`config.mk`:
```
export PLATFORM = sky130hd
export DESIGN_NAME = ring_step_ctrl_flat
export DESIGN_NICKNAME = d
export VERILOG_FILES = /design/src/rtl/ring_step_ctrl_if.sv /design/src/rtl/ring_step_ctrl.sv /design/src/flat_wrapper.sv
export SDC_FILE = /design/constraint.sdc
export NUM_CORES = 1
export LEC_CHECK = 0
export ABC_AREA = 1
export ABC_CLOCK_PERIOD_IN_PS = 3400
export CELL_PAD_IN_SITES_DETAIL_PLACEMENT = 0
export CELL_PAD_IN_SITES_GLOBAL_PLACEMENT = 1
export CORE_ASPECT_RATIO = 1.25
export CORE_UTILIZATION = 30
export DETAILED_ROUTE_END_ITERATION = 8
export PLACE_DENSITY = 0.69
export SYNTH_ARGS = -nofsm -noshare
export SYNTH_HDL_FRONTEND = slang
export SYNTH_SLANG_ARGS = --single-unit
```
`constraint.sdc`:
```
create_clock -name clk_i -period 3.4 [get_ports clk_i]
set_input_delay 0.68 -clock clk_i [delete_from_list [all_inputs] [get_ports clk_i]]
set_output_delay 0.68 -clock clk_i [all_outputs]
set_load 0.01 [all_outputs]
```
`src/rtl/ring_step_ctrl_if.sv`:
```
// Signal bundle between the board push-button pin and the ring counter's
// step/direction inputs. The controller sits on the slave side.
interface ring_step_ctrl_if;
    logic sw_i;    // raw switch, asynchronous, 1 = pressed
    logic step_o;  // one-cycle advance pulse for the ring counter
    logic dir_o;   // 0 = forward, 1 = reverse
    logic auto_o;  // 0 = manual, 1 = auto stepping

    // Board / stimulus side: drives the switch, observes the ring controls.
    modport master (
        output sw_i,
        input  step_o,
        input  dir_o,
        input  auto_o
    );

    // Controller side.
    modport slave (
        input  sw_i,
        output step_o,
        output dir_o,
        output auto_o
    );
endinterface

```
`src/rtl/ring_step_ctrl.sv`:
```
// Push-button sequencer for the 4-LED ring counter: synchronises and
// debounces the switch, classifies presses as short or long, and issues
// step pulses plus direction/mode flags in manual or auto mode.
module ring_step_ctrl #(
    parameter int DEBOUNCE_LIMIT = 250000,   // cycles a new level must persist
    parameter int LONG_PRESS     = 25000000, // cycles of hold for a long press
    parameter int AUTO_PERIOD    = 2500000   // cycles between auto steps
) (
    input  logic            clk_i,
    input  logic            rst_i,
    ring_step_ctrl_if.slave bus
);

    localparam int DB_W   = $clog2(DEBOUNCE_LIMIT);
    localparam int HOLD_W = $clog2(LONG_PRESS);
    localparam int TMR_W  = $clog2(AUTO_PERIOD);

    localparam logic [DB_W-1:0]   DB_LAST   = DB_W'(DEBOUNCE_LIMIT - 1);
    localparam logic [HOLD_W-1:0] HOLD_LAST = HOLD_W'(LONG_PRESS - 1);
    localparam logic [TMR_W-1:0]  TMR_LAST  = TMR_W'(AUTO_PERIOD - 1);

    typedef enum logic [1:0] {
        IDLE = 2'd0,
        HELD = 2'd1,
        LONG = 2'd2
    } press_state_t;

    logic              sync_ff1;
    logic              sync_q;
    logic              stable_q;
    logic [DB_W-1:0]   db_cnt;
    press_state_t      state_q;
    logic [HOLD_W-1:0] hold_cnt;
    logic [TMR_W-1:0]  tmr;
    logic              step_q;
    logic              dir_q;
    logic              auto_q;
    logic              dir_pend;

    logic              short_evt;
    logic              long_evt;
    logic              tmr_wrap;

    // Two-flop synchroniser bringing the asynchronous switch into clk_i.
    // NOTE: sequential state always uses <= so every flop samples the
    // pre-edge value of the others; with = the second stage would copy the
    // new first-stage value and the synchroniser would collapse to one flop.
    always_ff @(posedge clk_i) begin
        if (rst_i) begin
            sync_ff1 <= 1'b0;
            sync_q   <= 1'b0;
        end else begin
            sync_ff1 <= bus.sw_i;
            sync_q   <= sync_ff1;
        end
    end

    // Debouncer: accept a new level only after it has persisted for
    // DEBOUNCE_LIMIT consecutive cycles; any bounce back restarts the count.
    always_ff @(posedge clk_i) begin
        if (rst_i) begin
            stable_q <= 1'b0;
            db_cnt   <= '0;
        end else if (sync_q == stable_q) begin
            db_cnt <= '0;
        end else if (db_cnt == DB_LAST) begin
            stable_q <= sync_q;
            db_cnt   <= '0;
        end else begin
            db_cnt <= db_cnt + 1'b1;
        end
    end

    // Press events decoded from the FSM state; they take effect on the
    // output registers at the next edge.
    // NOTE: every signal driven here gets a default before any condition,
    // so no path leaves it unassigned and no latch is inferred.
    always_comb begin
        short_evt = 1'b0;
        long_evt  = 1'b0;
        if (state_q == HELD) begin
            short_evt = !stable_q;
            long_evt  = stable_q && (hold_cnt == HOLD_LAST);
        end
    end

    // Press classifier: time how long the debounced switch stays down.
    always_ff @(posedge clk_i) begin
        if (rst_i) begin
            state_q  <= IDLE;
            hold_cnt <= '0;
        end else begin
            case (state_q)
                IDLE: begin
                    if (stable_q) begin
                        state_q  <= HELD;
                        hold_cnt <= '0;
                    end
                end
                HELD: begin
                    if (!stable_q) begin
                        state_q <= IDLE;
                    end else if (hold_cnt == HOLD_LAST) begin
                        state_q <= LONG;
                    end else begin
                        hold_cnt <= hold_cnt + 1'b1;
                    end
                end
                LONG: begin
                    if (!stable_q) begin
                        state_q <= IDLE;
                    end
                end
                default: state_q <= IDLE;
            endcase
        end
    end

    // The auto timer is about to wrap; only meaningful while in auto mode.
    assign tmr_wrap = auto_q && (tmr == TMR_LAST);

    // Output stage: mode toggling, auto timer, step pulses and direction.
    // A short press that lands on an auto step defers the direction flip by
    // one cycle so the ring consumes that step with the old direction.
    always_ff @(posedge clk_i) begin
        if (rst_i) begin
            step_q   <= 1'b0;
            dir_q    <= 1'b0;
            auto_q   <= 1'b0;
            dir_pend <= 1'b0;
            tmr      <= '0;
        end else begin
            step_q <= 1'b0;

            if (long_evt) begin
                // Mode change wins over a coincident wrap: no step on exit.
                auto_q <= !auto_q;
                tmr    <= '0;
            end else if (auto_q) begin
                if (tmr_wrap) begin
                    tmr    <= '0;
                    step_q <= 1'b1;
                end else begin
                    tmr <= tmr + 1'b1;
                end
            end else begin
                tmr <= '0;
            end

            if (short_evt && !auto_q) begin
                step_q <= 1'b1;
            end

            dir_pend <= short_evt && auto_q && tmr_wrap;
            if (dir_pend || (short_evt && auto_q && !tmr_wrap)) begin
                dir_q <= !dir_q;
            end
        end
    end

    assign bus.step_o = step_q;
    assign bus.dir_o  = dir_q;
    assign bus.auto_o = auto_q;

endmodule
```
`src/flat_wrapper.sv`:
```
// flat-port wrapper written by rule: the top's interface ports become plain ports
module ring_step_ctrl_flat 
#(
    parameter int DEBOUNCE_LIMIT = 250000,                                     
    parameter int LONG_PRESS     = 25000000,                                   
    parameter int AUTO_PERIOD    = 2500000                               
)
  (clk_i, rst_i, bus_sw_i, bus_step_o, bus_dir_o, bus_auto_o);
  ring_step_ctrl_if bus_i ();
  input  logic clk_i;
  input  logic rst_i;
  input wire logic [$bits(bus_i.sw_i)-1:0] bus_sw_i;
  output wire logic [$bits(bus_i.step_o)-1:0] bus_step_o;
  output wire logic [$bits(bus_i.dir_o)-1:0] bus_dir_o;
  output wire logic [$bits(bus_i.auto_o)-1:0] bus_auto_o;
  assign bus_i.sw_i = bus_sw_i;
  assign bus_step_o = bus_i.step_o;
  assign bus_dir_o = bus_i.dir_o;
  assign bus_auto_o = bus_i.auto_o;
  ring_step_ctrl #(.DEBOUNCE_LIMIT(DEBOUNCE_LIMIT), .LONG_PRESS(LONG_PRESS), .AUTO_PERIOD(AUTO_PERIOD)) u_core (.clk_i(clk_i), .rst_i(rst_i), .bus(bus_i));
endmodule
```
# Word level (Yosys, flattened, before mapping)
# Cells that the tools add are included.
[totals]
inputBits = 3
reg_bits = 74
word_cells = 60
output_inout_bits = 3
[op_classes]
n_addsub = 3
reduce_logical = 18
n_mux = 15
bitwise_logic = 2
n_eq_ne = 11
[op_table]
columns = ["cell", "n"]
rows = [
  ["two-way mux 25 bit", 3],
  ["one-hot mux 25 bit (2 select lines)", 1],
  ["adder 25 x 1 -> 25 bit, second input constant", 1],
  ["== test 25 bit, second input constant", 1],
  ["adder 22 x 1 -> 22 bit, second input constant", 1],
  ["== test 22 bit, second input constant", 1],
  ["adder 18 x 1 -> 18 bit, second input constant", 1],
  ["== test 18 bit, second input constant", 1],
  ["two-way mux 2 bit", 4],
  ["logical AND 1 bit", 6],
  ["two-way mux 1 bit", 6],
  ["one-hot mux 2 bit (3 select lines)", 1],
  ["logical NOT 1 bit", 4],
  ["inequality test 2 x 1 -> 1 bit, second input constant", 2],
  ["inequality test 2 bit, second input constant", 2],
  ["AND reduction 4 bit", 1],
  ["OR reduction 4 bit", 1],
  ["inequality test 3 bit, second input constant", 1],
  ["AND reduction 3 bit", 1],
  ["OR reduction 3 bit", 1],
  ["== test 2 x 1 -> 1 bit, second input constant", 1],
  ["== test 2 bit, second input constant", 1],
  ["logical NOT 2 bit", 1],
  ["NOT 1 bit", 2],
  ["4 further kinds", 4],
]

# Depth between registers and ports, before layout
[logic_depth]
word_depth = 6
ltp_mapped = 11
ltp_nobuf = 11

# Worst setup path before layout
# Ideal clock, no wire load.
[synth_path]
path_kind = "flip-flop to flip-flop"
start = "reg u_core.hold_cnt[0]"
end = "reg u_core.hold_cnt[19]"
path_slack_ns = 1.758
period_less_slack_ns = 1.642
path_stages_with_launch = 12
arrival_ns = 1.534
setup_time_ns = 0.109
required_time_ns = 3.291
path_buffers = 1
path_cell_list = "dfxtp_1 -> ha_1 -> nand2_2 -> nor2_8 -> nand2_4 -> nor2_4 -> nand3_4 -> buf_2 -> nand3_1 -> nand2_1 -> nand2_1 -> inv_1"
[synth_via]
elab_chain_len = 4
word_cells_on_any_way = 7
classes_between = "add/sub (1); eq/ne (2); mux (3); reduce/logical (1)"
[synth_rtl]
columns = ["element", "line_no", "text"]
rows = [
  ["start, declared", "ring_step_ctrl.sv:33", "logic [HOLD_W-1:0] hold_cnt;"],
  ["start signal, assigned", "ring_step_ctrl.sv:106", "hold_cnt <= hold_cnt + 1'b1;"],
  ["adder 25 x 1 -> 25 bit", "ring_step_ctrl.sv:106", ""],
  ["two-way mux 25 bit", "ring_step_ctrl.sv:103", "end else if (hold_cnt == HOLD_LAST) begin"],
  ["two-way mux 25 bit", "ring_step_ctrl.sv:101", "if (!stable_q) begin"],
  ["one-hot mux 25 bit (2 select lines)", "ring_step_ctrl.sv:93", "case (state_q)"],
]
# Parallel ways exist; a longest one is shown, timed or not. The select of a mux whose other input is x is not followed.
# A chain may end at the register's enable or synchronous reset.

# Worst setup path in the final report
[layout_path]
start = "in rst_i"
end = "reg u_core.tmr[5]"
[layout_via]
elab_chain_len = 1
[layout_rtl]
columns = ["element", "line_no", "text"]
rows = [
  ["start, declared", "flat_wrapper.sv:11", "input logic rst_i;"],
  ["OR reduction 4 bit (no source line)", "n/a", ""],
  ["end signal, assigned", "ring_step_ctrl.sv:144", "tmr <= tmr + 1'b1;"],
  ["end, declared", "ring_step_ctrl.sv:34", "logic [TMR_W-1:0] tmr;"],
]
# Every way passes these cells.

==> run_results.csv <==
group,metric,value,unit
outcome,outcome,"completed",
placement,dp_hpwl,7.55,mm
global_routing,met2_usage,26.4,%
setup_path,cp.required,3.65,ns
floorplan,start_util,31.2,%
hold_path,hp-class,"register to register",
global_routing,grt-busiest-layer,"met2",
floorplan,dieWidth,108,µm
hold_path,hold_path_startpoint,"u_core.sync_ff1",
floorplan,die_h,134,µm
synthesis,async_reset_ff_share,0,%
setup_path,worstSetupEndpointType,"register",
synthesis,synth_most_common_cell,"nand2_1",
global_routing,met3_usage,3.06,%
sta,worstMarginPinSlew,0.916,ns
synthesis,postSynthCellCount,661,
run,max-cap-violations,0,
global_routing,grt_pass1_vias,3719,
synthesis,synth_warnings,0,
placement,gp_congestion,0.853,
power,power_density,391,nW/µm²
global_routing,grt_overflow,0,
final_layout,area_growth,12.2,%
synthesis,synth_edf_count,0,
placement,placement.io_buffers,5,
final_layout,fillers,1473,
floorplan,dieArea,14500,µm²
clocking,clock-sinks,74,
clocking,cts_root_buf,"clkbuf_16",
sta,skew,0.0100,ns
clocking,cts_resized,0,
clocking,clk_pin_slew,0.07,ns
routing,antenna_left,0,
routing,via_per_inst,4.69,
setup_path,crit_type,"primary input to register",
sta,period_share,69.1,%
sta,setup-tns-final,0,ns
routing,dr.first_iter.drc_count,189,
synthesis,avgSynthCellArea,6.35,µm²
synthesis,ys_top_cells_by_count,"nand2_1, nor2_1, inv_1, dfxtp_1, nand3_1",
power,p_leak,1.65,nW
final_layout,drive_above_1_share,6.10,%
final_layout,n_antenna_cell,0,
synthesis,synth_top_area_share,35.3,%
final_layout,layout.nets,674,
clocking,cts_hold_buf,0,
routing,wirelength,10.3,mm
sta,finalSetupViolations,0,
clocking,cts_buffer_depth,2,
synthesis,ys_top_cells_by_area,"dfxtp_1, nand2_1, nor2_1",
sta,min_period,2.35,ns
synthesis,synthesis.nets,667,
setup_path,worstSetupStartpointType,"primary input",
final_layout,postLayoutCoreUtil,35.0,%
clocking,cts_buffers,9,
synthesis,synth_top_area_cell,"dfxtp_1",
synthesis,synth_seq_area_share,35.3,%
routing,post_drt_wl_per_cell,12.2,µm
power,peakVddDrop,0.238,mV
global_routing,grt_max_degree,23,
clocking,cts_setup_buffers,0,
sta,slew_headroom,38.8,%
floorplan,placeableCoreArea,13500,µm²
global_routing,grt.total_usage,15.5,%
sta,slew_violations,0,
routing,drcViolationCount,0,
synthesis,yosys.cell_types.count,36,
clocking,clock_latency,0.34,ns
clocking,htreeDepth,3,
setup_path,critPathMaxFanout,22,
sta,finalHoldViolCount,0,
setup_path,worst_ep_arrival_time,2.60,ns
clocking,cts_tree,"yes",
global_routing,grt_pass1_wl,17.6,mm
sta,max_freq,426,MHz
sta,rsz0062_at_grt,"false",
global_routing,grtUsageMet1,19.6,%
routing,route.vias.total,3956,
synthesis,ys_ff_latch,74,
setup_path,rr_startpoint,"u_core.hold_cnt[0]",
synthesis,synthFlopType,"dfxtp_1",
floorplan,pin_count,6,
synthesis,syn_area,4200,µm²
floorplan,row_count,47,
setup_path,startpoint,"rst_i",
setup_path,ff2ff_setup_slack,1.17,ns
global_routing,grt_antenna_before_repair,0,
routing,first_pass_iters,5,
## path summary, 6_finish.rpt
kind	depth (start not counted)	endpoint
worst max register to register	8	u_core.tmr[5]
worst max-delay path	4	u_core.tmr[5]
worst min register to register	2	u_core.sync_q
worst min-delay path	2	u_core.sync_q
## per-layer routing
metal	share of wire [%]	wire length, µm
met2	47	4840
met1	49	4990
met4	1.3	133
met5	0	0
met3	3.0	307
## power breakdown
part / leakage, nW / switching (mW) / internal, mW
combinational: 0.915 / 0.0135 / 0.00511
clock: 0.141 / 0.389 / 0.567
sequential: 0.596 / 0.000710 / 0.868
## cell usage in the layout, fill, tap and decap left out, types with 2 or more instances in the layout
cell type,count
nand2_1,180
nor2_1,115
inv_1,93
dfxtp_1,74
nand3_1,59
nor3_1,21
a21oi_1,19
nand4_1,18
xor2_1,16
a21oi_2,10
clkbuf_16,9
nor3b_1,6
o21ai_0,5
nand3b_1,5
clkdlybuf4s50_1,5
xnor2_1,4
nand2_2,3
ha_1,3
clkinv_4,3
nand2_4,2
nor2_2,2
or2_2,2
nor4_1,2
a31oi_1,2
buf_4,2
## kinds of logic (layout without fill, tap and decap cells)
group | after synthesis | after routing | synth area share, %
buffers and inverters | 105 | 116 | 9.90
xor gates and xnor gates | 20 | 20 | 4.17
AOI/OAI and AO/OA | 38 | 38 | 5.60
and+or+nand+nor | 421 | 421 | 44.1
adders and majority gates | 3 | 3 | 0.894
DFF | 74 | 74 | 35.3
## layout make-up
| class | count | area [µm²] | share of cell area (%) |
|---|---|---|---|
| Sequential cell | 74 | 1480 | 31.5 |
| Inverter | 94 | 353 | 7.49 |
| Clock buffer | 9 | 225 | 4.78 |
| Timing Repair Buffer | 7 | 65.1 | 1.38 |
| Clock inverter | 6 | 68.8 | 1.46 |
| Multi-Input combinational cell | 482 | 2300 | 48.9 |
| Tap cell | 171 | 214 | 4.54 |
## worst max-delay path, cell delays in order
cell and delay (ns):
clkdlybuf4s50_1 0.42, inv_1 0.37, nand4_1 0.82, nor2_1 0.30
## metrics by stage
stage / std cells / setup WS (ns) / cell area [µm²] / total power, mW / hold WS (ns)
4_1_cts: 843 / 0.981 / 4710 / 1.87 / 0.410
6_report: 843 / 1.05 / 4710 / 1.84 / 0.406
5_1_grt: 843 / 0.759 / 4710 / 1.91 / 0.453
3_5_place_dp: 828 / 0.639 / 4410 / 0.907 / 0.396
2_1_floorplan: 661 / 1.76 / 4200 / 0.900 / 0.388
3_3_place_gp: 828 / 0.676 / 4410 / 0.907 / 0.398
## sequential cells by signal, summed over array words and instances (netlist names), 2 cells and up
name and flops:
u_core.tmr 22, u_core.state_q 2, u_core.hold_cnt 25, u_core.db_cnt 18
(Power assumes the default switching activity.)
